==> config.mk <==
export PLATFORM = sky130hd
export DESIGN_NAME = vigenere_stream_cipher
export DESIGN_NICKNAME = d
export VERILOG_FILES = /design/src/rtl/cipher_pkg.sv /design/src/rtl/cipher_char_shift.sv /design/src/rtl/vigenere_stream_cipher.sv
export SDC_FILE = /design/constraint.sdc
export NUM_CORES = 1
export LEC_CHECK = 0
export BUFFER_PORTS_ARGS = -buffer_cell sky130_fd_sc_hd__buf_2
export CAP_MARGIN = 30
export CORE_MARGIN = 5
export CORE_UTILIZATION = 60
export CTS_CLUSTER_DIAMETER = 40
export DETAILED_ROUTE_END_ITERATION = 10
export GPL_TIMING_DRIVEN = 1
export PLACE_DENSITY = 0.81
export SLEW_MARGIN = 20
export SYNTH_ARGS = -nofsm -noshare
export SYNTH_HDL_FRONTEND = slang
export SYNTH_SLANG_ARGS = --single-unit
export TNS_END_PERCENT = 50
==> constraint.sdc <==
create_clock -name CLOCK_50 -period 12.3 [get_ports CLOCK_50]
set_clock_uncertainty 0.2 [all_clocks]
set_input_delay 2.46 -clock CLOCK_50 [delete_from_list [all_inputs] [get_ports CLOCK_50]]
set_output_delay 2.46 -clock CLOCK_50 [all_outputs]
set_load 0.01 [all_outputs]
==> src/rtl/cipher_pkg.sv <==
// ---------------------------------------------------------------------------
// cipher_pkg
// Shared constants, the cipher mode enum and character-class helpers for the
// Vigenere stream cipher.
// Build option: CIPHER_DIGIT_EN -- when defined, ASCII digits are keyed
// characters (rotated mod 10 and advancing the key index); when undefined
// they pass through like any other non-alphabetic byte.
// ---------------------------------------------------------------------------
package cipher_pkg;

  localparam int ALPHA_SIZE = 26;
  localparam int DIGIT_SIZE = 10;

  localparam logic [7:0] ASCII_UPPER_A = 8'h41;  // 'A'
  localparam logic [7:0] ASCII_UPPER_Z = 8'h5A;  // 'Z'
  localparam logic [7:0] ASCII_LOWER_A = 8'h61;  // 'a'
  localparam logic [7:0] ASCII_LOWER_Z = 8'h7A;  // 'z'
  localparam logic [7:0] ASCII_DIGIT_0 = 8'h30;  // '0'
  localparam logic [7:0] ASCII_DIGIT_9 = 8'h39;  // '9'

  typedef enum logic {
    CIPH_ENC = 1'b0,
    CIPH_DEC = 1'b1
  } cipher_mode_e;

  function automatic logic is_upper(input logic [7:0] c);
    return (c >= ASCII_UPPER_A) && (c <= ASCII_UPPER_Z);
  endfunction

  function automatic logic is_lower(input logic [7:0] c);
    return (c >= ASCII_LOWER_A) && (c <= ASCII_LOWER_Z);
  endfunction

  function automatic logic is_digit(input logic [7:0] c);
    return (c >= ASCII_DIGIT_0) && (c <= ASCII_DIGIT_9);
  endfunction

  // A keyed character is one that is rotated and consumes a key position.
  function automatic logic is_keyed_char(input logic [7:0] c);
`ifdef CIPHER_DIGIT_EN
    return is_upper(c) || is_lower(c) || is_digit(c);
`else
    return is_upper(c) || is_lower(c);
`endif
  endfunction

endpackage

==> src/rtl/cipher_char_shift.sv <==
// ---------------------------------------------------------------------------
// cipher_char_shift
// Purely combinational single-character rotate. Letters rotate mod 26 within
// their own case; with CIPHER_DIGIT_EN defined, digits rotate mod 10. All
// other bytes, and any bits above bit 7, pass through unchanged.
// Ports:
//   src_char  in   DATA_W  character to transform
//   shift     in   5       rotate amount (any value 0..31 is reduced)
//   mode      in   enum    CIPH_ENC adds the shift, CIPH_DEC subtracts it
//   dst_char  out  DATA_W  transformed character
// ---------------------------------------------------------------------------
module cipher_char_shift
  import cipher_pkg::*;
#(
  parameter int DATA_W = 8
) (
  input  logic [DATA_W-1:0] src_char,
  input  logic [4:0]        shift,
  input  cipher_mode_e      mode,
  output logic [DATA_W-1:0] dst_char
);

  // Rotate an in-range offset by s (s < size) modulo size. Decrypt adds size
  // before subtracting so the intermediate never goes negative.
  function automatic logic [4:0] rot_mod(input logic [4:0] off,
                                         input logic [4:0] s,
                                         input logic [4:0] size,
                                         input cipher_mode_e m);
    logic [5:0] t;
    if (m == CIPH_ENC) t = {1'b0, off} + {1'b0, s};
    else               t = {1'b0, off} + {1'b0, size} - {1'b0, s};
    if (t >= {1'b0, size}) t = t - {1'b0, size};
    return t[4:0];
  endfunction

  logic [7:0] lo;
  logic [4:0] s_alpha;
  logic [4:0] off;
  logic [4:0] rot;
`ifdef CIPHER_DIGIT_EN
  logic [4:0] s_digit;
`endif

  always_comb begin
    dst_char = src_char;
    lo       = src_char[7:0];
    off      = '0;
    rot      = '0;
    s_alpha  = (shift >= 5'(ALPHA_SIZE)) ? shift - 5'(ALPHA_SIZE) : shift;
`ifdef CIPHER_DIGIT_EN
    // Two conditional subtracts cover the whole 0..31 range for mod 10.
    s_digit = shift;
    if (s_digit >= 5'd20) s_digit = s_digit - 5'd20;
    if (s_digit >= 5'd10) s_digit = s_digit - 5'd10;
`endif
    if (is_upper(lo)) begin
      off           = 5'(lo - ASCII_UPPER_A);
      rot           = rot_mod(off, s_alpha, 5'(ALPHA_SIZE), mode);
      dst_char[7:0] = ASCII_UPPER_A + {3'b000, rot};
    end else if (is_lower(lo)) begin
      off           = 5'(lo - ASCII_LOWER_A);
      rot           = rot_mod(off, s_alpha, 5'(ALPHA_SIZE), mode);
      dst_char[7:0] = ASCII_LOWER_A + {3'b000, rot};
    end
`ifdef CIPHER_DIGIT_EN
    else if (is_digit(lo)) begin
      off           = 5'(lo - ASCII_DIGIT_0);
      rot           = rot_mod(off, s_digit, 5'(DIGIT_SIZE), mode);
      dst_char[7:0] = ASCII_DIGIT_0 + {3'b000, rot};
    end
`endif
  end

endmodule

==> src/rtl/vigenere_stream_cipher.sv <==
// ---------------------------------------------------------------------------
// vigenere_stream_cipher
// Byte-wide streaming Vigenere engine with a programmable key of up to
// KEY_LEN_MAX shifts, encrypt/decrypt per character and valid/ready flow
// control with a single output register (latency 1, full throughput).
// Build option: CIPHER_DIGIT_EN -- also rotates '0'..'9' mod 10.
// Ports:
//   CLOCK_50             system clock, rising edge
//   reset                synchronous active-high reset
//   cfg_we/idx/shift     key register write (shift reduced mod 26)
//   key_len              active key length (0 -> 1, clamped to KEY_LEN_MAX)
//   mode                 0 encrypt, 1 decrypt, sampled on accept
//   in_valid/ready/data/last    input stream
//   out_valid/ready/data/last   output stream
//   key_pos              current key index (debug)
//
// state    | meaning
// ---------+-----------------------------------------------
// ST_EMPTY | output register empty, out_valid low
// ST_FULL  | output register holds a character, out_valid high
// ---------------------------------------------------------------------------
module vigenere_stream_cipher
  import cipher_pkg::*;
#(
  parameter int DATA_W      = 8,
  parameter int KEY_LEN_MAX = 8,
  parameter int IDX_W       = (KEY_LEN_MAX > 1) ? $clog2(KEY_LEN_MAX) : 1
) (
  input  logic              CLOCK_50,
  input  logic              reset,
  input  logic              cfg_we,
  input  logic [IDX_W-1:0]  cfg_idx,
  input  logic [4:0]        cfg_shift,
  input  logic [IDX_W:0]    key_len,
  input  logic              mode,
  input  logic              in_valid,
  output logic              in_ready,
  input  logic [DATA_W-1:0] in_data,
  input  logic              in_last,
  output logic              out_valid,
  input  logic              out_ready,
  output logic [DATA_W-1:0] out_data,
  output logic              out_last,
  output logic [IDX_W-1:0]  key_pos
);

  localparam logic [0:0] ST_EMPTY = 1'b0;
  localparam logic [0:0] ST_FULL  = 1'b1;

  localparam logic [IDX_W:0] LEN_ONE = (IDX_W + 1)'(1);
  localparam logic [IDX_W:0] LEN_MAX = (IDX_W + 1)'(KEY_LEN_MAX);

  logic [0:0]        state_q;
  logic [0:0]        state_d;
  logic [4:0]        key_q [KEY_LEN_MAX];
  logic [IDX_W-1:0]  pos_q;
  logic [IDX_W:0]    eff_len;
  logic [IDX_W:0]    pos_inc;
  logic [4:0]        cur_shift;
  logic [DATA_W-1:0] shifted;
  logic              accept;
  logic              transfer;

  assign out_valid = (state_q == ST_FULL);
  assign in_ready  = !out_valid || out_ready;
  assign accept    = in_valid && in_ready;
  assign transfer  = out_valid && out_ready;
  assign key_pos   = pos_q;

  always_comb begin
    if (key_len == '0)          eff_len = LEN_ONE;
    else if (key_len > LEN_MAX) eff_len = LEN_MAX;
    else                        eff_len = key_len;
  end

  // Reading the registered key means a same-cycle cfg write is only seen by
  // the following character.
  assign cur_shift = key_q[pos_q];
  assign pos_inc   = {1'b0, pos_q} + LEN_ONE;

  cipher_char_shift #(
    .DATA_W (DATA_W)
  ) u_shift (
    .src_char (in_data),
    .shift    (cur_shift),
    .mode     (cipher_mode_e'(mode)),
    .dst_char (shifted)
  );

  // Key register file.
  always_ff @(posedge CLOCK_50) begin
    if (reset) begin
      for (int i = 0; i < KEY_LEN_MAX; i++) key_q[i] <= '0;
    end else if (cfg_we && (int'(cfg_idx) < KEY_LEN_MAX)) begin
      key_q[cfg_idx] <= (cfg_shift >= 5'(ALPHA_SIZE)) ?
                        cfg_shift - 5'(ALPHA_SIZE) : cfg_shift;
    end
  end

  // Key index: end-of-message wins, then advance on keyed characters, and a
  // shrunken key_len pulls an out-of-range index back to 0.
  always_ff @(posedge CLOCK_50) begin
    if (reset) begin
      pos_q <= '0;
    end else if (accept && in_last) begin
      pos_q <= '0;
    end else if (accept && is_keyed_char(in_data[7:0])) begin
      pos_q <= (pos_inc >= eff_len) ? '0 : pos_inc[IDX_W-1:0];
    end else if ({1'b0, pos_q} >= eff_len) begin
      pos_q <= '0;
    end
  end

  always_comb begin
    state_d = state_q;
    case (state_q)
      ST_EMPTY: if (accept)               state_d = ST_FULL;
      ST_FULL:  if (transfer && !accept)  state_d = ST_EMPTY;
      default:                            state_d = ST_EMPTY;
    endcase
  end

  always_ff @(posedge CLOCK_50) begin
    if (reset) begin
      state_q  <= ST_EMPTY;
      out_data <= '0;
      out_last <= 1'b0;
    end else begin
      state_q <= state_d;
      if (accept) begin
        out_data <= shifted;
        out_last <= in_last;
      end
    end
  end

endmodule

* Yosys cells after proc, flatten, opt, wreduce, memory -nomap -nowiden
Memory sizes are Yosys's and may differ from the RTL's. A register that Yosys moved wholly into a read port is not among the register bits.
Index checks and enable logic that the tools add are counted.
** Storage, ports and cells
- Memories :: 1
- Register bits :: 13
- Output and inout bits :: 14
- Bits in writable memories :: 40
** Memories
- key_q :: words 8, bits a word 5, rd ports 1, clocked after memory_dff 1, wr ports 8, RTL line vigenere_stream_cipher.sv:55 : logic [4:0] key_q [KEY_LEN_MAX];
** Cells by class
- Bitwise operators :: 1
- $add $sub $neg :: 15
- Reduce and logical (&&, ||, !) cells :: 15
- $lt $le $gt $ge :: 11
- Multiplexer cells :: 32
** Operators with widths (number)
- 5-bit 2-to-1 mux :: 8
- 6-bit 2-to-1 mux :: 5
- 5-bit subtractor, second input constant :: 4
- 3-bit 2-to-1 mux :: 6
- 7-bit by 5-bit adder with 8-bit output, first input constant :: 2
- 8-bit by 7-bit greater-or-equal comparator with 1-bit output, second input constant :: 2
- 8-bit by 7-bit <= comparator with 1-bit output, second input constant :: 2
- 8-bit 2-to-1 mux :: 2
- 5-bit by 5-bit adder with 6-bit output :: 2
- 5-bit by 5-bit adder with 6-bit output, second input constant :: 2
- 6-bit by 5-bit greater-or-equal comparator with 1-bit output, second input constant :: 2
- 6-bit by 5-bit subtractor with 6-bit output :: 2
- 5-bit greater-or-equal comparator, second input constant :: 2
- 5-bit by 1-bit subtractor with 5-bit output, second input constant :: 2
- 1-bit 2-to-1 mux :: 8
- 4-bit 2-to-1 mux :: 2
- 1-bit logical AND :: 7
- 5-bit OR reduction :: 1
- 3-bit by 1-bit adder with 4-bit output, second input constant :: 1
- 3-bit by 4-bit greater-or-equal comparator with 1-bit output :: 1
- 4-bit greater-or-equal comparator :: 1
- 4-bit greater-than comparator, second input constant :: 1
- 4-bit logical NOT :: 1
- 1-bit logical NOT :: 2
- 5 further kinds :: 6

* Logic depth before layout (Yosys ltp)
Gate-level depths: netlist (run 1).
- Depth in word-level cells :: 13
- Mapped depth :: 23

* By module
Synthesis (run 1) repeated with hierarchy kept, for this count alone.
** Unflattened totals
- Cells, all modules :: 373
- Area, all modules :: 3774.9 µm²
** By module, submodules not included
- vigenere_stream_cipher :: seq. area each 1521.5 µm², cells each 228, times used 1, area each 2675.1 µm²
- cipher_char_shift :: seq. area each 0.0 µm², cells each 145, times used 1, area each 1099.8 µm²

* Least setup slack after synthesis (run 1)
OpenSTA, ideal clock, no wires.
- Path kind :: input to register
- Start point :: in in_data[0]
- End point :: reg out_data[6]
- Buffers on the path :: 0
- Data arrival time :: 5512 ps
- Slack :: 6461 ps
- Data required time :: 11972 ps
- Stages on the path :: 16
- Path through :: inv_1 > ha_1 > nor3b_1 > xor2_1 > ha_1 > ha_1 > and4b_2 > nor4_4 > a32oi_4 > xor2_1 > ha_1 > nand2_1 > nor4_1 > a31oi_1 > o311ai_1 > a21oi_1
** On the way
- Word-level cells in the longest chain between the ends :: 13
- Elaborated cells on any way between the ends :: 32
- Those cells by class :: 12 x add/sub; 6 x order compare; 12 x mux; 2 x reduce/logical
** RTL lines
- from (decl) :: RTL line vigenere_stream_cipher.sv:38 : input logic [DATA_W-1:0] in_data,
- 5-bit by 1-bit subtractor with 5-bit output :: RTL line cipher_char_shift.sv:57, cipher_char_shift.sv:61
- 5-bit by 5-bit adder with 6-bit output :: RTL line cipher_char_shift.sv:31 : else t = {1'b0, off} + {1'b0, size} - {1'b0, s};
- 6-bit by 5-bit subtractor with 6-bit output :: RTL line cipher_char_shift.sv:31
- 6-bit 2-to-1 mux :: RTL line cipher_char_shift.sv:30 : if (m == CIPH_ENC) t = {1'b0, off} + {1'b0, s};
- 6-bit 2-to-1 mux :: RTL line cipher_char_shift.sv:60 : end else if (is_lower(lo)) begin
- 6-bit 2-to-1 mux :: RTL line cipher_char_shift.sv:56 : if (is_upper(lo)) begin
- 5-bit subtractor or 6-bit by 5-bit greater-or-equal comparator with 1-bit output (tied branches) :: RTL line cipher_char_shift.sv:32 : if (t >= {1'b0, size}) t = t - {1'b0, size};
- 5-bit 2-to-1 mux :: RTL line cipher_char_shift.sv:32
- 5-bit 2-to-1 mux :: RTL line cipher_char_shift.sv:60
- 5-bit 2-to-1 mux :: RTL line cipher_char_shift.sv:56
- 7-bit by 5-bit adder with 8-bit output :: RTL line cipher_char_shift.sv:63 : dst_char[7:0] = ASCII_LOWER_A + {3'b000, rot};
- 8-bit 2-to-1 mux :: RTL line cipher_char_shift.sv:60
- 8-bit 2-to-1 mux (*) :: RTL line cipher_char_shift.sv:56
- to (signal assigned) :: RTL line vigenere_stream_cipher.sv:131 : out_data <= shifted;
- to (decl) :: RTL line vigenere_stream_cipher.sv:42 : output logic [DATA_W-1:0] out_data,
Mark *: on every way between the ends. The rest lies on a longest branch, timed or not. The select of a mux whose other input is x is not followed.
A chain may end at the register's enable or synchronous reset.

* Worst setup path in the final report (run 1)
Ends and elaborated chain as after synthesis.

==> flow_summary.yaml, run 1 <==
routing:
  wire_per_inst_um: 15.8
  routed_via_density: 5.93
  ant_nets: 0
  drt_iter0_markers: 132
  firstDrtPassIters: 4
  wl_um: 7720
  drc_errors: 0
  vias: 2894
sta:
  holdWs_ns: 0.260
  slew_headroom_pct: 42.4
  fmax_mhz: 163
  fin_crit_ns: 6.15
  worstMarginPinSlew_ns: 0.861
  finalSetupViolCount: 0
  period_share_pct: 50.0
  grt_setup_unrepaired: "no"
  hold_viol: 0
  slew_violations: 0
  setup_ws_ns: 6.15
  setup-tns-final_ns: 0
job:
  max_cap_viol_count: 0
yosys:
  ys_seq_area_share_pct: 40.9
  yosys_most_used_dff: "edfxtp_1"
  synth-edff-count: 40
  yosys_warnings: 0
  synth_area_per_cell_um2: 9.93
  synth_top_area_share_pct: 32.3
  ys_types: 61
  syn-cell-area_mm2: 0.00372
  synth_nets: 433
  async_flop_share_pct: 0
  synth.top_cells.by_area: "edfxtp_1 (32%), ha_1 (9.7%), dfxtp_1 (8.6%)"
  syn_inst: 375
  yosys_register_bits: 56
  synth_area_leader_cell: "edfxtp_1"
global_routing:
  grtUsageMet1_pct: 26.1
  met2_usage_pct: 36.7
  grt-ovfl-total: 0
  grt_pass1_wl_um: 12600
  busiest_layer: "met2"
  grt_start_max_net_pins: 23
  grt_usage_pct: 20.7
  grt_use_met3_pct: 3.17
  antenna_found_initial: 0
  grt_pass1_vias: 2744
finish:
  design_area_mm2: 0.00404
  ff_latch_area_mm2: 0.00152
  nNetsFinal: 470
  n_fill_cell: 465
  n_antenna_cell: 0
  drive_gt1_share_pct: 16.9
  area_delta_synth_final_pct: 8.40
  multi_input_area_mm2: 0.00203
cts:
  cts_setup_buffers: 0
  cts_tree: "done"
  htreeDepth: 2
  ctsResizeCount: 0
  clock_path_buffers: 2
  clk_pin_slew_worst_paths_ns: 0.10
  cts_made_buffers: 5
  clockRootBuffer: "clkbuf_8"
  cts.sinks: 56
  postCtsHoldBufs: 0
  worst_skew_pair.late_latency_ns: 0.31
setup_path:
  crit_required_ns: 12.29
  cp_data_arrival_time_ns: 6.14
  critPathMaxFanout: 8
  slowest_delay_ns: 0.35
  path_class: "in2reg"
  reg2reg_to: "out_data[6]"
  crit_path_end_kind: "register"
  r2r_setup_slack_ns: 6.53
  reg2reg_depth: 19
  path_cells: "buf_2 -> inv_1 -> ha_1 -> nor3b_1 -> xor2_1 -> ha_1 -> ha_1 -> and4b_2 -> nor4_4 -> a32oi_4 -> xor2_1 -> ha_1 -> nand2_1 -> nor4_1 -> a31oi_1 -> o311ai_1 -> a21oi_1"
  cp.buffers_inverters: 2
  startpoint_type: "primary input"
  crit_path_frequent_cell: "ha_1"
  critPathTopFamily: "simple AND/OR/NAND/NOR gates"
  cp_slowest_cell: "nor3b_1"
outcome:
  status: "complete, no violations"
pwr:
  netSwitchingFraction_pct: 34.2
  power_density_mw_per_mm2: 121
  switchingPower_uw: 168
  p_leak_uw: 0.00167
  p_seq_share_pct: 44.5
  total_power_uw: 490
  power_frac_clock_pct: 21.0
  p_int_uw: 322
  irDropWorstVdd_uv: 92.0
  comb_power_share_pct: 34.5
floorplan:
  io_pins: 41
  start_util_pct: 62.2
  die_h_um: 88.8
  num_rows: 28
  die_w_um: 88.8
  coreArea_mm2: 0.00599
  die_area_mm2: 0.00788
placement:
  pre_cts_slack_ns: 5.87
  gp_congestion: 0.890
  portBuffers: 40
  dp_hpwl_um: 6100
  placed_area_mm2: 0.00395
min_path:
  worstHoldStart: "out_last"
  min_path_cells: 2
  worstHoldEndpoint: "out_last"
  hold_class: "reg2reg"
==> cell usage after synthesis (3+ instances only) <==
master	count
inv_1	26
edfxtp_1	40
mux2i_1	11
nor2b_1	4
mux4_2	10
nor3_1	9
o211ai_1	4
dfxtp_1	16
o21ai_0	9
a31oi_1	5
o21ai_1	3
clkbuf_1	3
a21oi_1	15
nand3_1	8
nand2b_1	17
ha_1	29
buf_6	3
nand2_1	33
nor2_1	69
xor2_1	9
==> registers in the layout, indices dropped and copies added (netlist names), named ones only <==
name / cells
key_q: 40
out_last: 1
out_valid: 1
out_data: 8
key_pos: 3
==> placed cells by master, fill, tap and decap left out, drive strengths merged, types with 2 or more instances in the layout <==
master,synthesis,final
and2,3,3
and3,4,4
nand2,33,33
a311oi,2,2
nand2b,17,17
a22oi,2,2
buf,6,40
mux2i,11,11
mux2,2,2
nor3,9,9
nand3,8,8
a211o,2,2
nor4,2,2
o2bb2ai,2,2
mux4,10,10
inv,26,28
a21o,3,3
edfxtp,40,40
nor3b,2,2
a21oi,16,16
o31ai,2,2
ha,29,29
nor2,69,69
xor2,9,9
a31oi,5,5
fa,2,2
nand3b,2,2
o21ai,12,12
o211ai,4,4
dfxtp,16,16
clkbuf,4,5
nor2b,4,4
==> logic make-up after synthesis <==
family,Yosys count,share of synthesized area [%]
AO/OA/AOI/OAI,61,11.5
AND/OR/NAND/NOR,159,20.5
XOR/XNOR,9,2.12
buffers and inverters,36,4.57
adder cells (fa/ha/maj),31,10.8
multiplexers,23,9.71
flip-flops,56,40.9
==> power by group through the flow <==
| stage | clock network, uW | logic (uW) | registers (uW) |
|---|---|---|---|
| 6_report | 103 | 169 | 218 |
| 5_1_grt | 112 | 188 | 219 |
| 4_1_cts | 105 | 167 | 218 |
| 3_5_place_dp | 0 | 166 | 222 |
| 3_3_place_gp | 0 | 162 | 221 |
| 2_1_floorplan | 0 | 132 | 221 |
==> worst reg2reg max path: cells and delay by family, from the launching register on <==
| family | cells | cell delay [ns] |
|---|---|---|
| fa+ha+maj | 5 | 1.50 |
| compound gates | 6 | 1.25 |
| mux | 2 | 0.93 |
| flops | 1 | 0.75 |
| xor+xnor | 2 | 0.55 |
| simple gates | 3 | 0.38 |
| buf+inv | 1 | 0.07 |
==> layout make-up <==
class | count | area share, %
Timing Repair Buffer | 40 | 4.96
Tap cell | 75 | 2.32
Clock inverter | 3 | 0.527
Clock buffer | 5 | 1.70
Inverter | 26 | 2.42
Multi-Input combinational cell | 283 | 50.4
Sequential cell | 56 | 37.7
==> through the flow <==
stage | util, % | cells
global route | 67.4 | 488
floorplan | - | 375
global placement | 65.9 | 480
finish | 67.4 | 488
detailed placement | 65.9 | 480
CTS | 67.4 | 488
==> per-layer routing <==
metal,up-vias,part of all wire (%)
li1,1411,-
met1,1392,44
met2,82,50
met3,9,4.6
met4,0,1.3
met5,-,0
==> how the worst max path moves through the flow <==
stage	slack (ns)	cells past startpoint	endpoint	startpoint
after floorplan	6.46	16	out_data[6]	in_data[0]
after global placement	6.04	17	out_data[6]	in_data[0]
after detailed placement	5.87	17	out_data[6]	in_data[0]
after CTS	6.20	17	out_data[6]	in_data[0]
after global routing	5.92	17	out_data[6]	in_data[0]
final	6.15	17	out_data[6]	in_data[0]
(Power assumes the default switching activity.)
==> inputs of run 2 (changes only) <==
--- a/config.mk
+++ b/config.mk
@@ -5,14 +5,15 @@
 export SDC_FILE = /design/constraint.sdc
 export NUM_CORES = 1
 export LEC_CHECK = 0
+export ABC_AREA = 1
 export BUFFER_PORTS_ARGS = -buffer_cell sky130_fd_sc_hd__buf_2
 export CAP_MARGIN = 30
 export CORE_MARGIN = 5
-export CORE_UTILIZATION = 60
+export CORE_UTILIZATION = 59
 export CTS_CLUSTER_DIAMETER = 40
 export DETAILED_ROUTE_END_ITERATION = 10
 export GPL_TIMING_DRIVEN = 1
-export PLACE_DENSITY = 0.81
+export PLACE_DENSITY = 0.8
 export SLEW_MARGIN = 20
 export SYNTH_ARGS = -nofsm -noshare
 export SYNTH_HDL_FRONTEND = slang
==> constraint.sdc (replaced) <==
create_clock -name CLOCK_50 -period 6.1 [get_ports CLOCK_50]
set_clock_uncertainty 0.2 [all_clocks]
set_input_delay 1.22 -clock CLOCK_50 [delete_from_list [all_inputs] [get_ports CLOCK_50]]
set_output_delay 1.22 -clock CLOCK_50 [all_outputs]
set_load 0.01 [all_outputs]
==> run 2 against run 1 <==
Net effect:
- critical path depth grew 9
- combinational power up 130%
- global-route usage down 0.55 points
- via count rose by 12%
- utilization is 1.8 points lower
- largest power group unchanged
- sequential share of layout area is 0.97 points lower
- synthesized cell count rose by 27%
- routed wire length up 6.2%
- die area grew 3.1%
- final cell count up 22%
- first-iteration DRC count up 0.76%
- cell area grew 2.6%
==> flow_summary.yaml, run 2 <==
sta:
  grt_setup_unrepaired: "no"
  finalSetupViolCount: 0
  period_share_pct: 82.1
  holdWs_ns: 0.270
  setup-tns-final_ns: 0
  slew_violations: 0
  fmax_mhz: 200
  slew_headroom_pct: 50.2
  fin_crit_ns: 5.01
  worstMarginPinSlew_ns: 0.742
  hold_viol: 0
routing:
  drt_iter0_markers: 133
  ant_nets: 0
  wire_per_inst_um: 13.8
  firstDrtPassIters: 4
  drc_errors: 0
  vias: 3249
  routed_via_density: 5.48
  wl_um: 8210
yosys:
  syn_inst: 477
  synth_nets: 535
  synth_top_area_share_pct: 31.7
  synth-edff-count: 40
  ys_types: 42
  yosys_register_bits: 56
  synth_area_leader_cell: "edfxtp_1"
  yosys_most_used_dff: "edfxtp_1"
  async_flop_share_pct: 0
  syn-cell-area_mm2: 0.00379
  synth_area_per_cell_um2: 7.95
  yosys_warnings: 0
  ys_seq_area_share_pct: 40.1
  yosys-top-cells-count: "nand2_1 (95), nor2_1 (91), inv_1 (60)"
  synth_most_common_cell: "nand2_1"
  synth.top_cells.by_area: "edfxtp_1 (32%), ha_1 (9.6%), nand2_1 (9.4%)"
placement:
  portBuffers: 40
  gp_congestion: 0.876
  placed_area_mm2: 0.00405
  dp_hpwl_um: 6710
global_routing:
  grt_pass1_wl_um: 13700
  grt_pass1_vias: 3131
  grt_start_max_net_pins: 22
  antenna_found_initial: 0
  grt-ovfl-total: 0
  grt_usage_pct: 20.2
pwr:
  switchingPower_uw: 390
  power_frac_clock_pct: 19.9
  p_int_uw: 657
  irDropWorstVdd_uv: 182
  netSwitchingFraction_pct: 37.3
  p_seq_share_pct: 42.2
  p_leak_uw: 0.00193
  total_power_uw: 1050
  power_density_mw_per_mm2: 253
  comb_power_share_pct: 37.9
setup_path:
  cp_data_arrival_time_ns: 5.02
  path_class: "reg2reg"
  startpoint_type: "register"
  critPathMaxFanout: 21
  crit_path_end_kind: "register"
  crit_required_ns: 6.11
cts:
  postCtsHoldBufs: 0
  htreeDepth: 2
  clockRootBuffer: "clkbuf_8"
  cts_tree: "done"
  clock_path_buffers: 2
  ctsResizeCount: 0
  cts_setup_buffers: 0
  cts.sinks: 56
  cts_made_buffers: 5
  worst_skew_pair.late_latency_ns: 0.31
  clk_pin_slew_worst_paths_ns: 0.11
finish:
  regMostFlops: "key_q"
  nNetsFinal: 573
  final_common_cell: "nand2_1"
  n_fill_cell: 529
  largest_reg_flops: 40
  drive_gt1_share_pct: 15.3
  area_delta_synth_final_pct: 9.27
  layout_common_cells: "nand2_1 (95), nor2_1 (91), inv_1 (60), buf_2 (40), edfxtp_1 (40)"
  n_antenna_cell: 0
  design_area_mm2: 0.00414
floorplan:
  die_area_mm2: 0.00813
  io_pins: 41
  start_util_pct: 60.0
  die_h_um: 90.2
  num_rows: 29
  coreArea_mm2: 0.00631
  die_w_um: 90.2
outcome:
  status: "complete, no violations"
job:
  max_cap_viol_count: 0
min_path:
  hold_class: "reg2reg"
run 2: changes by cell type in the layout (fill, tap and decap cells not counted), sizes merged, moves of 8 or more:
| cell | delta |
|---|---|
| nand2 | +70 |
| inv | +39 |
| nor2 | +24 |
| nand3 | +21 |
| nand2b | -17 |
| o21ai | +15 |
| mux4 | -10 |
| mux2i | -9 |
| o32ai | +8 |
run 2: cell families after synthesis:
logic type               synth area share, %
AND/OR/NAND/NOR                         26.7
multiplexers                           0.528
flip-flops                              40.1
adder cells (fa/ha/maj)                 10.6
buffers and inverters                   7.72
XOR/XNOR                                1.16
AO/OA/AOI/OAI                           13.1
run 2: path summary, 6_finish.rpt:
path / startpoint / to / slack (ns) / depth (start not counted)
worst max-delay path: register / out_data[5] / 1.09 / 26
worst min-delay path: out_data[7] / out_data[7] / 0.27 / 2
worst max register to register: register / out_data[5] / 1.09 / 26
worst min register to register: out_data[7] / out_data[7] / 0.27 / 2
run 2: layer usage:
layer | up-vias | wire, um | GRT usage [%]
met5 | - | 0 | 0
met4 | 0 | 119 | 4.96
met3 | 14 | 438 | 3.42
met2 | 89 | 4290 | 37.3
met1 | 1487 | 3360 | 24.1
li1 | 1659 | - | -
run 2: area by class of cell:
type | count | area [um2] | share of cell area, %
clock buffer | 5 | 68.8 | 1.66
tap | 77 | 96.3 | 2.33
inverter | 67 | 251 | 6.07
timing repair buffer | 40 | 200 | 4.83
multi-input combinational | 345 | 1980 | 47.7
sequential | 56 | 1520 | 36.7
clock inverter | 3 | 27.5 | 0.664
run 2: stage by stage:
step,std cells,util (%),worst slack [ns]
5_1_grt,593,65.6,0.528
4_1_cts,593,65.6,1.12
3_3_place_gp,585,64.1,1.30
3_5_place_dp,585,64.1,1.12
6_report,593,65.6,1.09
2_1_floorplan,477,-,1.77
run 2: power groups by stage:
stage	clock [uW]	combinational, uW	sequential [uW]
2_1_floorplan	0	310	449
3_3_place_gp	0	381	450
3_5_place_dp	0	395	451
4_1_cts	212	397	442
5_1_grt	227	452	445
6_report	208	397	442
run 2: critical path, stage by stage, from the launching register on:
cell and delay (ns):
dfxtp_1 0.75, nor2_1 0.11, o32ai_1 0.28, inv_1 0.07, o21ai_1 0.22, inv_1 0.10, ha_1 0.21, o2bb2ai_1 0.20
nand2_2 0.10, xor2_1 0.29, ha_1 0.32, ha_1 0.23, inv_1 0.07, fa_1 0.43, o21ai_0 0.27, inv_1 0.08
ha_1 0.21, nand3_1 0.08, nand2_1 0.06, inv_1 0.05, nand2_1 0.06, nand2_2 0.11, nand2_2 0.07, nor2_4 0.12
nand2_1 0.06, o21ai_1 0.09, a21oi_2 0.06
==> inputs of run 3 (changes only) <==
==> constraint.sdc (replaced) <==
create_clock -name CLOCK_50 -period 4.93 [get_ports CLOCK_50]
set_clock_uncertainty 0.2 [all_clocks]
set_input_delay 0.986 -clock CLOCK_50 [delete_from_list [all_inputs] [get_ports CLOCK_50]]
set_output_delay 0.986 -clock CLOCK_50 [all_outputs]
set_load 0.01 [all_outputs]
==> run 3 against run 2 <==
Net effect:
- critical path depth down 1
- clock power up 48%
- first-iteration DRC count down 12%
- count of clock-buffer cells in the layout unchanged
- via count down 0.15%
- setup slack worse by 0.70 ns
- register-to-register slack worse by 0.70 ns
- final cell count up 0.17%
- non-clock buffer count up 1
- die area unchanged
- critical path type unchanged
- critical endpoint unchanged
- largest cell class unchanged
==> flow_summary.yaml, run 3 (synthesis results as in run 2) <==
finish:
  multi_input_area_mm2: 0.00201
  n_antenna_cell: 0
  largest_reg_flops: 40
  drive_gt1_share_pct: 17.0
  layout_common_cells: "nand2_1 (95), nor2_1 (91), inv_1 (59), buf_2 (40), edfxtp_1 (40)"
  design_area_mm2: 0.00421
  regMostFlops: "key_q"
  n_fill_cell: 521
  final_common_cell: "nand2_1"
  finalCoreUtilization_pct: 66.7
  nNetsFinal: 574
  ff_latch_area_mm2: 0.00153
  area_delta_synth_final_pct: 11.2
pwr:
  irDropWorstVdd_uv: 227
  p_seq_share_pct: 40.2
  switchingPower_uw: 489
  p_int_uw: 866
  p_leak_uw: 0.00195
  comb_power_share_pct: 37.1
  netSwitchingFraction_pct: 36.1
  power_frac_clock_pct: 22.7
  power_density_mw_per_mm2: 322
cts:
  clockRootBuffer: "clkbuf_8"
  clk_pin_slew_worst_paths_ns: 0.11
  cts_setup_buffers: 0
  cts_tree: "done"
  cts.sinks: 56
  cts_made_buffers: 5
  htreeDepth: 2
  clock_path_buffers: 2
  ctsResizeCount: 0
  worst_skew_pair.late_latency_ns: 0.31
  postCtsHoldBufs: 0
routing:
  vias: 3244
  routed_via_density: 5.46
  wl_um: 8300
  wire_per_inst_um: 14.0
  ant_nets: 0
  firstDrtPassIters: 4
  drt_iter0_markers: 117
  drc_errors: 0
floorplan:
  io_pins: 41
  num_rows: 29
  coreArea_mm2: 0.00631
  die_area_mm2: 0.00813
  die_w_um: 90.2
  die_h_um: 90.2
  start_util_pct: 60.0
sta:
  holdWs_ns: 0.266
  finalSetupViolCount: 0
  period_share_pct: 92.0
  hold_viol: 0
  slew_headroom_pct: 50.7
  fin_crit_ns: 4.54
  grt_setup_unrepaired: "no"
  worstMarginPinSlew_ns: 0.734
  slew_violations: 0
  fmax_mhz: 220
  setup-tns-final_ns: 0
global_routing:
  antenna_found_initial: 0
  grt_start_max_net_pins: 21
  grt_usage_pct: 20.2
  grt_pass1_vias: 3065
  grt_pass1_wl_um: 13700
  grt-ovfl-total: 0
setup_path:
  setup.worst_path.end: "out_data[5]"
  critPathMaxFanout: 14
  reg2reg_to: "out_data[5]"
  r2r_setup_slack_ns: 0.39
  cp_data_arrival_time_ns: 4.55
  startpoint_type: "register"
  path_class: "reg2reg"
  reg2reg_depth: 25
  crit_path_end_kind: "register"
  crit_required_ns: 4.94
placement:
  gp_congestion: 0.920
  placed_area_mm2: 0.00405
  dp_hpwl_um: 6610
  portBuffers: 40
job:
  max_cap_viol_count: 0
outcome:
  status: "complete, no violations"
min_path:
  hold_class: "reg2reg"
-- run 3: cell count changes in the layout (fill, tap and decap cells not counted), sizes merged --
cell / delta
buf: +1
bufinv: +1
clkinv: -1
-- run 3: layout make-up --
type,count,area share (%)
Multi-Input combinational cell,345,47.7
Sequential cell,56,36.3
Inverter,67,6.09
Timing Repair Buffer,41,4.93
Tap cell,77,2.29
Clock buffer,5,1.63
Clock inverter,3,1.10
-- run 3: how the worst min path moves through the flow --
stage,start,endpoint,cells past startpoint
after global routing,out_data[1],out_data[1],2
after global placement,out_data[7],out_data[7],2
after floorplan,out_data[0],out_data[0],2
final,out_data[4],out_data[4],2
after CTS,out_data[4],out_data[4],2
after detailed placement,out_data[4],out_data[4],2
-- run 3: stage by stage --
| stage | setup slack [ns] | instances | total power [uW] |
|---|---|---|---|
| after CTS | 0.0195 | 594 | 1350 |
| after floorplan | 0.598 | 477 | 939 |
| after detailed placement | 0.0230 | 586 | 1040 |
| after global routing | 0.0191 | 594 | 1450 |
| final | 0.392 | 594 | 1360 |
| after global placement | 0.260 | 586 | 1030 |
-- run 3: routing by layer --
layer  vias up  GRT usage (%)  share of wire, %
met3        16           3.59               3.6
met4         0           6.95               2.1
met5         -              0                 0
met1      1509           24.4                43
li1       1656              -                 -
met2        63           36.1                51
-- run 3: worst max-delay path: stages, from the launching register on --
cell       delay [ns]
dfxtp_4          0.45
buf_4            0.18
mux2i_1          0.29
o221ai_1         0.14
o21ai_1          0.22
nor2_1           0.10
o2bb2ai_2        0.15
nand2_2          0.11
xor2_2           0.26
ha_4             0.26
ha_1             0.21
inv_1            0.07
fa_1             0.43
o21ai_0          0.29
inv_1            0.08
ha_1             0.22
nand3_1          0.09
nand2_1          0.05
inv_1            0.04
nand2_1          0.05
nand2_2          0.11
nand2_2          0.07
nor2_4           0.12
nand2_1          0.05
o21ai_1          0.11
a21oi_2          0.07
-- run 3: power by group through the flow --
stage          clock (uW)  combinational, uW  sequential, uW
3_5_place_dp            0                488             557
2_1_floorplan           0                384             555
6_report              307                502             545
4_1_cts               309                491             546
5_1_grt               330                573             548
3_3_place_gp            0                474             557
